`src/rtl/fifo_pkg.sv`:
```
// Shared definitions for the shift-FIFO drain side: read-controller state
// encoding, default word width and the FIFO depth.
package fifo_pkg;

    localparam int DEFAULT_DATA_WIDTH = 8;
    localparam int FIFO_DEPTH         = 4;

    // Read controller phases: waiting for a word, strobe high, strobe low
    // while the FIFO edge detector and pointer settle.
    typedef enum logic [1:0] {
        IDLE     = 2'd0,
        STROBE_H = 2'd1,
        GAP      = 2'd2
    } rd_state_t;

endpackage

```
`src/rtl/fifo_read_ctrl.sv`:
```
// Drain-side controller for the 4-entry shift FIFO.
//
// Handshake: out_data/out_valid form a valid/ready source. A word transfers
// on every rising clk edge where out_valid && out_ready. Once out_valid is
// high, out_data holds steady until that transfer. A new word may be captured
// on the same edge as a transfer, so back-to-back words have no bubble.
//
// A read is one capture of the head word followed by a STROBE_HIGH-cycle
// trig_read pulse and a GAP_CYCLES-cycle low gap. The FIFO flags are not
// trusted again until the gap has elapsed. Reset mid-read drops the strobe at
// once. A word the FIFO has already popped is then lost together with
// out_data; this is accepted behaviour.
module fifo_read_ctrl
    import fifo_pkg::*;
#(
    parameter int DATA_WIDTH  = DEFAULT_DATA_WIDTH,
    parameter int STROBE_HIGH = 2,
    parameter int GAP_CYCLES  = 3,
    parameter int COUNT_WIDTH = 8
) (
    input  logic                   clk,
    input  logic                   rst_n,
    input  logic                   en,
    input  logic                   fifo_empty,
    input  logic [DATA_WIDTH-1:0]  fifo_data,
    output logic                   trig_read,
    output logic [DATA_WIDTH-1:0]  out_data,
    output logic                   out_valid,
    input  logic                   out_ready,
    output logic                   busy,
    output logic [COUNT_WIDTH-1:0] read_count
);

    localparam int TIMER_MAX   = (STROBE_HIGH > GAP_CYCLES) ? STROBE_HIGH : GAP_CYCLES;
    localparam int TIMER_WIDTH = $clog2(TIMER_MAX + 1);
    localparam logic [TIMER_WIDTH-1:0] STROBE_LOAD = TIMER_WIDTH'(STROBE_HIGH - 1);
    localparam logic [TIMER_WIDTH-1:0] GAP_LOAD    = TIMER_WIDTH'(GAP_CYCLES - 1);
    localparam logic [TIMER_WIDTH-1:0] TIMER_ONE   = TIMER_WIDTH'(1);

    rd_state_t              state;
    rd_state_t              state_nxt;
    logic [TIMER_WIDTH-1:0] timer;
    logic [TIMER_WIDTH-1:0] timer_nxt;
    logic                   start_ok;
    logic                   capture;
    logic                   count_inc;

    // A read may start only when the output slot is free or being freed now.
    assign start_ok = en && !fifo_empty && (!out_valid || out_ready);

    // Strobe and busy are decoded from state so reset clears them immediately.
    assign trig_read = (state == STROBE_H);
    assign busy      = (state != IDLE);

    // Next-state, timer reload/decrement and per-read events.
    always_comb begin
        state_nxt = state;
        timer_nxt = timer;
        capture   = 1'b0;
        count_inc = 1'b0;
        case (state)
            IDLE: begin
                if (start_ok) begin
                    state_nxt = STROBE_H;
                    timer_nxt = STROBE_LOAD;
                    capture   = 1'b1;
                end
            end
            STROBE_H: begin
                if (timer == '0) begin
                    state_nxt = GAP;
                    timer_nxt = GAP_LOAD;
                end else begin
                    timer_nxt = timer - TIMER_ONE;
                end
            end
            GAP: begin
                // Timer reaches zero on exit, so IDLE always sees a cleared timer.
                if (timer == '0) begin
                    state_nxt = IDLE;
                    count_inc = 1'b1;
                end else begin
                    timer_nxt = timer - TIMER_ONE;
                end
            end
            default: begin
                state_nxt = IDLE;
                timer_nxt = '0;
            end
        endcase
    end

    // FSM state and strobe timer registers.
    always_ff @(posedge clk or negedge rst_n) begin
        if (!rst_n) begin
            state <= IDLE;
            timer <= '0;
        end else begin
            state <= state_nxt;
            timer <= timer_nxt;
        end
    end

    // Completed-read counter; wraps naturally at 2^COUNT_WIDTH.
    always_ff @(posedge clk or negedge rst_n) begin
        if (!rst_n) begin
            read_count <= '0;
        end else if (count_inc) begin
            read_count <= read_count + COUNT_WIDTH'(1);
        end
    end

    // Output register stage: capture wins over a same-edge transfer.
    always_ff @(posedge clk or negedge rst_n) begin
        if (!rst_n) begin
            out_valid <= 1'b0;
            out_data  <= '0;
        end else if (capture) begin
            out_valid <= 1'b1;
            out_data  <= fifo_data;
        end else if (out_valid && out_ready) begin
            out_valid <= 1'b0;
        end
    end

endmodule

```
`config.mk`:
```
export PLATFORM = sky130hd
export DESIGN_NAME = fifo_read_ctrl
export DESIGN_NICKNAME = d
export VERILOG_FILES = /design/src/rtl/fifo_pkg.sv /design/src/rtl/fifo_read_ctrl.sv
export SDC_FILE = /design/constraint.sdc
export NUM_CORES = 1
export LEC_CHECK = 0
export CAP_MARGIN = 0
export CORE_MARGIN = 2
export CORE_UTILIZATION = 42
export CTS_CLUSTER_DIAMETER = 120
export DETAILED_ROUTE_END_ITERATION = 6
export PLACE_DENSITY = 0.71
export SLEW_MARGIN = 0
export SYNTH_ARGS = -nofsm -noshare
export SYNTH_HDL_FRONTEND = slang
export SYNTH_SLANG_ARGS = --single-unit
```
`constraint.sdc`:
```
create_clock -name clk -period 4.03 [get_ports clk]
set_input_delay 0.403 -clock clk [delete_from_list [all_inputs] [get_ports clk]]
set_output_delay 0.403 -clock clk [all_outputs]
set_load 0.02 [all_outputs]
```
* Yosys cells after proc, flatten, opt, wreduce, memory -nomap -nowiden *
Cells that the tools add are included.

cells by class
  $add $sub $neg = 2
  eq/ne operators = 6
  multiplexer cells = 13
  reduce and logical (&&, ||, !) cells = 12

operators by type and width
  operator               count
  $pmux W2 S3            2
  $mux W2                5
  $add A8 B1 Y8 const B  1
  $mux W1                6
  $ne A2 B2 Y1 const B   3
  $logic_not A2 Y1       2
  $reduce_bool A2 Y1     2
  $logic_and A1 B1 Y1    3
  $reduce_and A3 Y1      1
  $eq A2 B1 Y1 const B   1
  $eq A2 B2 Y1 const B   1
  $logic_not A1 Y1       2
  $ne A2 B1 Y1 const B   1
  $reduce_and A2 Y1      1
  $sub A2 B1 Y2 const B  1
  $logic_or A1 B1 Y1     1

storage, ports and cells
  register bits = 21
  input bits = 13
  output and inout port bits = 19
  word-level logic and storage cells = 38

* Depth between registers and ports, before layout *
Gate-level depths: netlist of the first run.

  depth in word-level cells = 6
  gate-level depth with buffers = 6

* Worst setup path before layout of the first run *
No wires, ideal clock.

  path type = register to register
  from = register timer[0]
  to = register read_count[7]
  setup time = 79 ps
  data arrival time = 1287 ps
  slack = 2663 ps
  cell stages (with the launch flop) = 7
  cell sequence = dfrtp_1 > inv_1 > ha_1 > buf_2 > nand3b_4 > nor4_4 > xor2_1

on the way
  longest elaborated chain between the ends = 3

RTL lines
  what                      RTL line               text
  start: declaration        fifo_read_ctrl.sv:42   logic [TIMER_WIDTH-1:0] timer;
  start signal: assignment  fifo_read_ctrl.sv:100  timer <= timer_nxt;
  $logic_not A2 Y1          fifo_read_ctrl.sv:79   if (timer == '0) begin
  $mux W1                   fifo_read_ctrl.sv:79
  $mux W1                   fifo_read_ctrl.sv:61   case (state)
  end signal: assignment    fifo_read_ctrl.sv:109  read_count <= read_count + COUNT_WIDTH'(1);
  end: declaration          fifo_read_ctrl.sv:31   output logic [COUNT_WIDTH-1:0] read_count

No other way between the ends.
A chain may end at the register's enable or synchronous reset.

* Final worst setup path of the first run *
  from = register state[1]
  to = output trig_read

on the way
  longest elaborated chain between the ends = 1

RTL lines
  what                      RTL line              text
  start: declaration        fifo_read_ctrl.sv:40  rd_state_t state;
  start signal: assignment  fifo_read_ctrl.sv:99  state <= state_nxt;
  $eq A2 B1 Y1              fifo_read_ctrl.sv:52  assign trig_read = (state == STROBE_H);
  end: declaration          fifo_read_ctrl.sv:26  output logic trig_read,

No other way between the ends.

==> results of run 1 <==
[per-layer routing]
layer	share of wire, %	GRT usage (%)	up-vias
li1	-	-	332
met1	47	20.8	326
met2	45	23.6	22
met3	6.0	5.14	5
met4	2.3	8.97	0
met5	0	0	-
[cell usage after synthesis, types with 2 or more instances]
cell / count
nor2_1: 4
dfrtp_1: 21
mux2_2: 9
xnor2_1: 3
nand3_1: 2
xor2_1: 5
nand2_1: 4
nand2b_1: 4
o21ai_0: 2
nor3_1: 2
inv_1: 7
ha_1: 3
[sequential cells by signal, indices dropped and copies added, names as in the netlist]
signal	cells
out_data	8
out_valid	1
read_count	8
state	2
timer	2
[layout make-up]
class	instances	share of cell area (%)
clock buffers	4	1.96
repair buffers	31	23.1
multi-input cells	49	31.2
well taps	28	2.61
inverters	7	1.96
flip-flops and latches	21	39.2
[worst max-delay path by stage]
stage / to / slack (ps)
after floorplan: read_count[7] / 2660
after global placement: trig_read / 2280
after detailed placement: trig_read / 2260
after CTS: trig_read / 1910
after global routing: trig_read / 1820
final: trig_read / 1930
[stage by stage]
stage | hold WS (ps) | std cells | worst slack (ps) | utilization [%] | cell area, sq um
floorplan | 107 | 78 | 2660 | - | 975
global placement | 457 | 136 | 2280 | 59.4 | 1320
detailed placement | 460 | 136 | 2260 | 59.4 | 1320
CTS | 479 | 140 | 1910 | 60.6 | 1340
global route | 491 | 140 | 1820 | 60.6 | 1340
finish | 475 | 140 | 1930 | 60.6 | 1340
[where the power goes]
| part | leakage [nW] | internal, mW | switching (mW) |
|---|---|---|---|
| logic | 0.339 | 0.230 | 0.215 |
| clock network | 0.0150 | 0.0386 | 0.0582 |
| registers | 0.264 | 0.288 | 0.0661 |
[cells by family after synthesis]
| family | Yosys count | share of synthesized area, % |
|---|---|---|
| AND/OR/NAND/NOR | 23 | 17.1 |
| flip-flops | 21 | 53.9 |
| multiplexers | 9 | 10.4 |
| XOR/XNOR | 8 | 7.19 |
| buffers and inverters | 8 | 3.21 |
| AO/OA/AOI/OAI | 6 | 4.36 |
| adder cells (fa/ha/maj) | 3 | 3.85 |
==> results.py, run 1 <==
metrics = {
    "logic_synthesis": {
        "synth_top_area_share_pct": 53.9,
        "async_reset_ff_share_pct": 100,
        "netlist.top_cell.by_area": "dfrtp_1",
        "seq_area_frac_synth_pct": 53.9,
        "ys_top_cells_by_area": "dfrtp_1, mux2_2, xor2_1",
        "synth-seq-cells": 21,
        "synth_flop_cell": "dfrtp_1",
        "synth_edf_count": 0,
        "synth_area_sq_um": 975,
        "synthCells": 78,
        "yosysUniqueCellTypes": 24,
        "ys_warn_count": 0,
        "avgSynthCellArea_sq_um": 12.5,
        "syn_nets": 94,
    },
    "critical_path": {
        "crit_type": "reg -> out",
        "crit_family": "buffers and inverters",
        "path_cells": "nand2b_1 -> inv_1 -> clkdlybuf4s50_1",
        "crit_path_start": "state[1]",
        "cp-start-kind": "flop",
        "r2r_end": "read_count[7]",
        "critical_path.max_stage_delay_ps": 610,
        "r2r_cells": 5,
        "cp.buffers_inverters": 2,
        "setup.worst_path.end_class": "output pin",
        "cp.required_ps": 3630,
        "rrSetupSlack_ps": 2470,
        "rr_startpoint": "timer[0]",
        "critPathSlowestCell": "clkdlybuf4s50_1",
        "cp.arrival_ps": 1700,
        "crit_cells": 3,
        "critPathMaxFanout": 7,
    },
    "clock_tree": {
        "path_clk_slew_ps": 110,
        "holdBufCountCts": 0,
        "clk-insertion-delay-late_ps": 300,
        "clock-sinks": 21,
        "cts_buffer_depth": 2,
        "postCtsSetupBuffers": 0,
        "cts_htree_levels": 1,
        "cts_tree": "yes",
        "root_buffer": "clkbuf_4",
        "cts_buffers": 3,
        "cts_resized": 0,
    },
    "finish": {
        "multi_input_area_sq_um": 418,
        "fin_nets": 129,
        "layout_commonest_cell": "clkdlybuf4s50_1",
        "final_layout_size_suffix_gt1_share_pct": 14.3,
        "regArea_sq_um": 526,
        "n_fill_cell": 197,
        "diodes": 0,
        "areaGrowthSynthToFinish_pct": 37.6,
        "final_cell_mix": "clkdlybuf4s50_1, dfrtp_1, mux2_2",
    },
    "job": {
        "max_cap_viol_count": 0,
    },
    "timing": {
        "fin_crit_ps": 2100,
        "finalSetupTns_ps": 0,
        "worstMarginPinSlew_ps": 916,
        "fin_crit_sh_pct": 52.1,
        "skew_ps": 7.44,
        "clock.fmax_ghz": 0.476,
        "setup_viol": 0,
        "hold_violations": 0,
        "slew_headroom_pct": 38.8,
        "slew_violations": 0,
        "rsz0062_at_grt": "false",
    },
    "floorplanning": {
        "dieArea_sq_um": 2720,
        "die_w_um": 52.2,
        "die_y_um": 52.2,
        "start_util_pct": 44.1,
        "io_pins": 32,
        "rows": 17,
        "core_sq_um": 2210,
    },
    "grt": {
        "grt_max_degree": 22,
        "first_global_vias": 666,
        "grt_overflow": 0,
        "grt_first_pass_wirelength_mm": 3.04,
        "antenna_found_initial": 0,
        "grt_usage_pct": 16.1,
    },
    "worst_hold_path": {
        "hp-start": "read_count[7]",
        "min_path_type": "reg -> reg",
        "min_delay_path_depth": 1,
        "min_to": "read_count[7]",
    },
    "routing": {
        "drtIter0Drc": 9,
        "wire_per_inst_um": 12.6,
        "drt_pass1_iterations": 4,
        "viasPerCell": 4.89,
        "final_antenna_net_count": 0,
        "num_vias": 685,
        "wirelength_mm": 1.76,
        "drc_errors": 0,
    },
    "placement": {
        "gp_congestion": 0.751,
        "port_buffers": 31,
        "dp_hpwl_mm": 1.34,
    },
    "pwr": {
        "p_leak_nw": 0.618,
        "finalPower_uw": 897,
        "p_per_area_nw_per_um2": 669,
        "ir_drop_v": 0.000384,
    },
    "status": {
        "status": "complete, no violations",
    },
}
Power figures use the tool's default switching activity.
==> inputs of run 2 (changes only) <==
Clock period 4.03 ns to 2 ns, I/O delays scaled along.
==> results.py, run 2 (synthesis gave the netlist of run 1 again) <==
metrics = {
    "timing": {
        "fin_crit_sh_pct": 90.0,
        "hold_violations": 0,
        "setup_viol": 0,
        "fin_crit_ps": 1800,
        "rsz0062_at_grt": "false",
        "hold_ws_ps": 227,
        "slew_headroom_pct": 76.3,
        "slew_violations": 0,
        "layout_setup_ws_ps": 199,
        "worstMarginPinSlew_ps": 355,
        "skew_ps": 2.54,
        "clock.fmax_ghz": 0.555,
        "finalSetupTns_ps": 0,
    },
    "status": {
        "status": "complete, no violations",
    },
    "placement": {
        "port_buffers": 31,
        "dpl-instance-area_sq_um": 1320,
        "place_ws_ps": 437,
        "dp_hpwl_mm": 1.35,
        "gp_congestion": 0.740,
        "place_inst": 137,
    },
    "floorplanning": {
        "start_util_pct": 44.1,
        "dieArea_sq_um": 2720,
        "die_w_um": 52.2,
        "rows": 17,
        "io_pins": 32,
        "core_sq_um": 2210,
        "die_y_um": 52.2,
    },
    "critical_path": {
        "critical_path.max_stage_delay_ps": 610,
        "critPathMaxFanout": 7,
        "crit_type": "reg -> out",
        "cp.required_ps": 1800,
        "critPathSlowestCell": "clkdlybuf4s50_1",
        "cp.arrival_ps": 1600,
        "cp-start-kind": "flop",
        "path_cells": "nor2_2 -> inv_1 -> clkdlybuf4s50_1",
        "rrSetupSlack_ps": 430,
        "setup.worst_path.end_class": "output pin",
    },
    "routing": {
        "drc_errors": 0,
        "final_antenna_net_count": 0,
        "wire_per_inst_um": 12.5,
        "viasPerCell": 4.94,
        "num_vias": 697,
        "drt_pass1_iterations": 4,
        "drtIter0Drc": 7,
        "wirelength_mm": 1.76,
    },
    "finish": {
        "fin_nets": 130,
        "areaGrowthSynthToFinish_pct": 38.6,
        "final_cells": 141,
        "design_area_sq_um": 1350,
        "reg_top3": "out_data x8, read_count x8",
        "final_cell_mix": "clkdlybuf4s50_1, dfrtp_1, mux2_2",
        "diodes": 0,
        "layout_commonest_cell": "clkdlybuf4s50_1",
        "final_layout_size_suffix_gt1_share_pct": 15.0,
        "post-route-util_pct": 61.1,
        "n_fill_cell": 197,
    },
    "grt": {
        "grt_overflow": 0,
        "grt_max_degree": 22,
        "grt_first_pass_wirelength_mm": 3.13,
        "grt_usage_pct": 15.7,
        "antenna_found_initial": 0,
        "first_global_vias": 725,
    },
    "pwr": {
        "p_comb_share_pct": 49.8,
        "p_int_mw": 1.12,
        "switching_share_pct": 38.3,
        "pwr-share-seq_pct": 39.3,
        "finalPower_mw": 1.82,
        "p_leak_nw": 0.637,
        "p_switching_uw": 696,
        "p_clk_share_pct": 10.9,
        "p_per_area_nw_per_um2": 1350,
        "ir_drop_v": 0.000859,
    },
    "clock_tree": {
        "path_clk_slew_ps": 110,
        "root_buffer": "clkbuf_4",
        "cts_tree": "yes",
        "cts_buffers": 3,
        "cts_htree_levels": 1,
        "clk-insertion-delay-late_ps": 300,
        "clock-sinks": 21,
        "cts_buffer_depth": 2,
        "postCtsSetupBuffers": 0,
    },
    "worst_hold_path": {
        "min_path_type": "in -> async",
    },
    "job": {
        "max_cap_viol_count": 0,
    },
}
[run 2: cell count changes in the layout (fill, tap and decap cells not counted), sizes merged]
| cell | delta |
|---|---|
| buf | +1 |
| clkdlybuf4s50 | -1 |
| dlymetal6s2s | +1 |
[run 2: path summary, 6_finish.rpt]
kind | from | endpoint | cells past startpoint
worst min register to register | read_count[7] | read_count[7] | 1
worst max register to register | timer[0] | read_count[7] | 5
max in group asynchronous | rst_n | read_count[0] | 2
worst max-delay path | state[1] | busy | 3
worst min-delay path | rst_n | state[1] | 2
min in group clk | read_count[7] | read_count[7] | 1
[run 2: area by class of cell]
cell class | instances | area, sq um | area share (%)
Multi-Input combinational cell | 49 | 418 | 30.9
Sequential cell | 21 | 526 | 38.9
Clock buffer | 4 | 26.3 | 1.94
Tap cell | 28 | 35.0 | 2.59
Inverter | 7 | 26.3 | 1.94
Timing Repair Buffer | 32 | 320 | 23.7
[run 2: critical path, delay by kind of cell, from the launching register on]
family                 cells  cell delay (ps)
buffers and inverters      2              710
DFF                        1              510
and+or+nand+nor            1               90
[run 2: metal layers]
metal  part of all wire, %  global-route usage, %  wire (um)
met1                    46                   21.0        806
met2                    47                   24.1        828
met3                   4.9                   3.43         87
met4                   2.2                   7.69         38
met5                     0                      0          0
[run 2: power groups by stage]
stage / registers, mW / logic (mW) / clock network [mW]
after detailed placement: 0.725 / 0.916 / 0
after floorplan: 0.856 / 0.383 / 0
final: 0.715 / 0.907 / 0.198
after global placement: 0.718 / 0.897 / 0
after CTS: 0.718 / 0.921 / 0.208
after global routing: 0.742 / 0.989 / 0.225
[run 2: what timing repair did]
action,in CTS,in global routing
setup endpoints to repair,0,1
hold buffers,0,0
resized for setup,0,1
==> inputs of run 3 (changes only) <==
Settings changed: ABC_AREA set to 1, CELL_PAD_IN_SITES_DETAIL_PLACEMENT set to 1, CELL_PAD_IN_SITES_GLOBAL_PLACEMENT set to 2, CORE_UTILIZATION 42 to 35, DONT_BUFFER_PORTS set to 1, PLACE_DENSITY 0.71 to 0.73.
==> results.py, run 3 <==
metrics = {
    "critical_path": {
        "cp.arrival_ps": 1620,
        "setup.worst_path.end_class": "flop",
        "cp-start-kind": "flop",
        "critPathMaxFanout": 5,
        "crit_type": "reg -> reg",
        "rrSetupSlack_ps": 580,
        "cp.required_ps": 2200,
    },
    "timing": {
        "fin_crit_ps": 1420,
        "finalSetupTns_ps": 0,
        "clock.fmax_ghz": 0.703,
        "skew_ps": 9.42,
        "fin_crit_sh_pct": 71.1,
        "setup_viol": 0,
        "worstMarginPinSlew_ps": 980,
        "slew_headroom_pct": 34.5,
        "hold_ws_ps": 138,
        "hold_violations": 0,
        "slew_violations": 0,
        "rsz0062_at_grt": "false",
    },
    "routing": {
        "viasPerCell": 4.91,
        "wirelength_mm": 2.37,
        "drtIter0Drc": 16,
        "final_antenna_net_count": 0,
        "drc_errors": 0,
        "num_vias": 829,
        "drt_pass1_iterations": 4,
        "wire_per_inst_um": 14.0,
    },
    "logic_synthesis": {
        "synth-seq-cells": 21,
        "seq_area_frac_synth_pct": 48.2,
        "synth_commonest_cells": "nand2_1, inv_1, dfrtp_1, nand3_1, o21ai_2",
        "syn_nets": 141,
        "async_reset_ff_share_pct": 100,
        "yosys.cell_count.top_type": "nand2_1",
        "synth_edf_count": 0,
        "synth_area_sq_um": 1090,
        "avgSynthCellArea_sq_um": 8.73,
        "netlist.top_cell.by_area": "dfrtp_1",
        "synth_flop_cell": "dfrtp_1",
        "ys_top_cells_by_area": "dfrtp_1, nand2_1, inv_1",
        "synth_top_area_share_pct": 48.2,
        "yosysUniqueCellTypes": 18,
        "ys_warn_count": 0,
        "synthCells": 125,
    },
    "clock_tree": {
        "clock-sinks": 21,
        "cts_buffer_depth": 2,
        "cts_resized": 0,
        "root_buffer": "clkbuf_4",
        "postCtsSetupBuffers": 0,
        "cts_buffers": 3,
        "clk-insertion-delay-late_ps": 320,
        "cts_htree_levels": 1,
        "path_clk_slew_ps": 130,
        "holdBufCountCts": 8,
        "cts_tree": "yes",
    },
    "worst_hold_path": {
        "min_path_type": "in -> reg",
    },
    "finish": {
        "design_area_sq_um": 1230,
        "final_layout_size_suffix_gt1_share_pct": 15.4,
        "regArea_sq_um": 526,
        "layout_commonest_cell": "nand2_1",
        "diodes": 0,
        "reg_top3": "out_data x8, read_count x8",
        "fin_nets": 153,
        "multi_input_area_sq_um": 449,
        "areaGrowthSynthToFinish_pct": 12.7,
        "final_cell_mix": "nand2_1, inv_1, dfrtp_1",
        "n_fill_cell": 371,
    },
    "pwr": {
        "p_leak_nw": 0.650,
        "p_clk_share_pct": 12.5,
        "p_comb_share_pct": 34.1,
        "finalPower_mw": 1.75,
        "ir_drop_v": 0.000557,
        "switching_share_pct": 49.4,
        "pwr-share-seq_pct": 53.4,
        "p_switching_uw": 865,
        "p_int_uw": 886,
        "p_per_area_nw_per_um2": 1420,
    },
    "grt": {
        "grt_first_pass_wirelength_mm": 4.11,
        "grt_max_degree": 22,
        "first_global_vias": 882,
        "antenna_found_initial": 0,
        "grt_usage_pct": 15.8,
        "grt_overflow": 0,
    },
    "floorplanning": {
        "start_util_pct": 36.3,
        "die_y_um": 59.8,
        "core_sq_um": 3000,
        "die_w_um": 59.8,
        "io_pins": 32,
        "dieArea_sq_um": 3580,
        "rows": 20,
    },
    "placement": {
        "dpl-instance-area_sq_um": 1110,
        "gp_congestion": 0.808,
        "dp_hpwl_mm": 1.72,
        "port_buffers": 0,
    },
    "status": {
        "status": "complete, no violations",
    },
    "job": {
        "max_cap_viol_count": 0,
    },
}
run 3: changes by cell type after synthesis, moves of 3 or more:
cell,before,now
nand2_1,4,37
inv_1,7,24
mux2_2,9,0
o21ai_2,0,8
nand3_1,2,9
nand2b_1,4,0
nor2_2,1,4
run 3: cell type report:
cell class	instances	share of cell area, %
timing repair buffer	9	7.32
clock inverter	1	0.610
sequential	21	42.7
multi-input combinational	77	36.5
clock buffer	3	1.83
inverter	25	7.63
tap	33	3.36
run 3: critical path: stages (launching register included):
cell	delay, ps
dfrtp_1	420
inv_1	90
ha_1	270
nand2_1	110
nor2_2	200
nand2_1	90
xnor2_1	130
run 3: power by group through the flow:
stage	logic [mW]	clock network (mW)	registers, mW
after global placement	0.561	0	0.945
final	0.597	0.219	0.935
after CTS	0.610	0.231	0.940
after global routing	0.695	0.250	0.965
after floorplan	0.537	0	0.875
after detailed placement	0.583	0	0.950
run 3: logic make-up after synthesis:
logic type | synth area share [%]
flip-flops | 48.2
XOR/XNOR | 3.21
adder cells (fa/ha/maj) | 3.44
AO/OA/AOI/OAI | 8.26
AND/OR/NAND/NOR | 26.3
buffers and inverters | 10.7
run 3: layer usage:
metal | GRT usage, % | share of wire, % | vias up
met2 | 26.2 | 51 | 23
li1 | - | - | 398
met1 | 19.0 | 42 | 403
met4 | 7.62 | 2.3 | 0
met5 | 0 | 0 | -
met3 | 3.90 | 5.2 | 5
run 3: worst paths after layout:
kind | start | to | cells after the start
hold / removal | out_ready | out_valid | 3
min in group asynchronous | rst_n | read_count[7] | 1
setup reg to reg | timer[0] | read_count[2] | 6
hold reg to reg | timer[1] | timer[1] | 2
setup / recovery | timer[0] | read_count[2] | 6
max in group asynchronous | rst_n | read_count[4] | 1
run 3: through the flow:
step                setup slack [ps]  instances  utilization, %
floorplan                        768        125               -
global placement                 609        156            37.0
detailed placement               567        156            37.0
CTS                              544        168            40.6
global route                     394        169            41.0
finish                           578        169            41.0
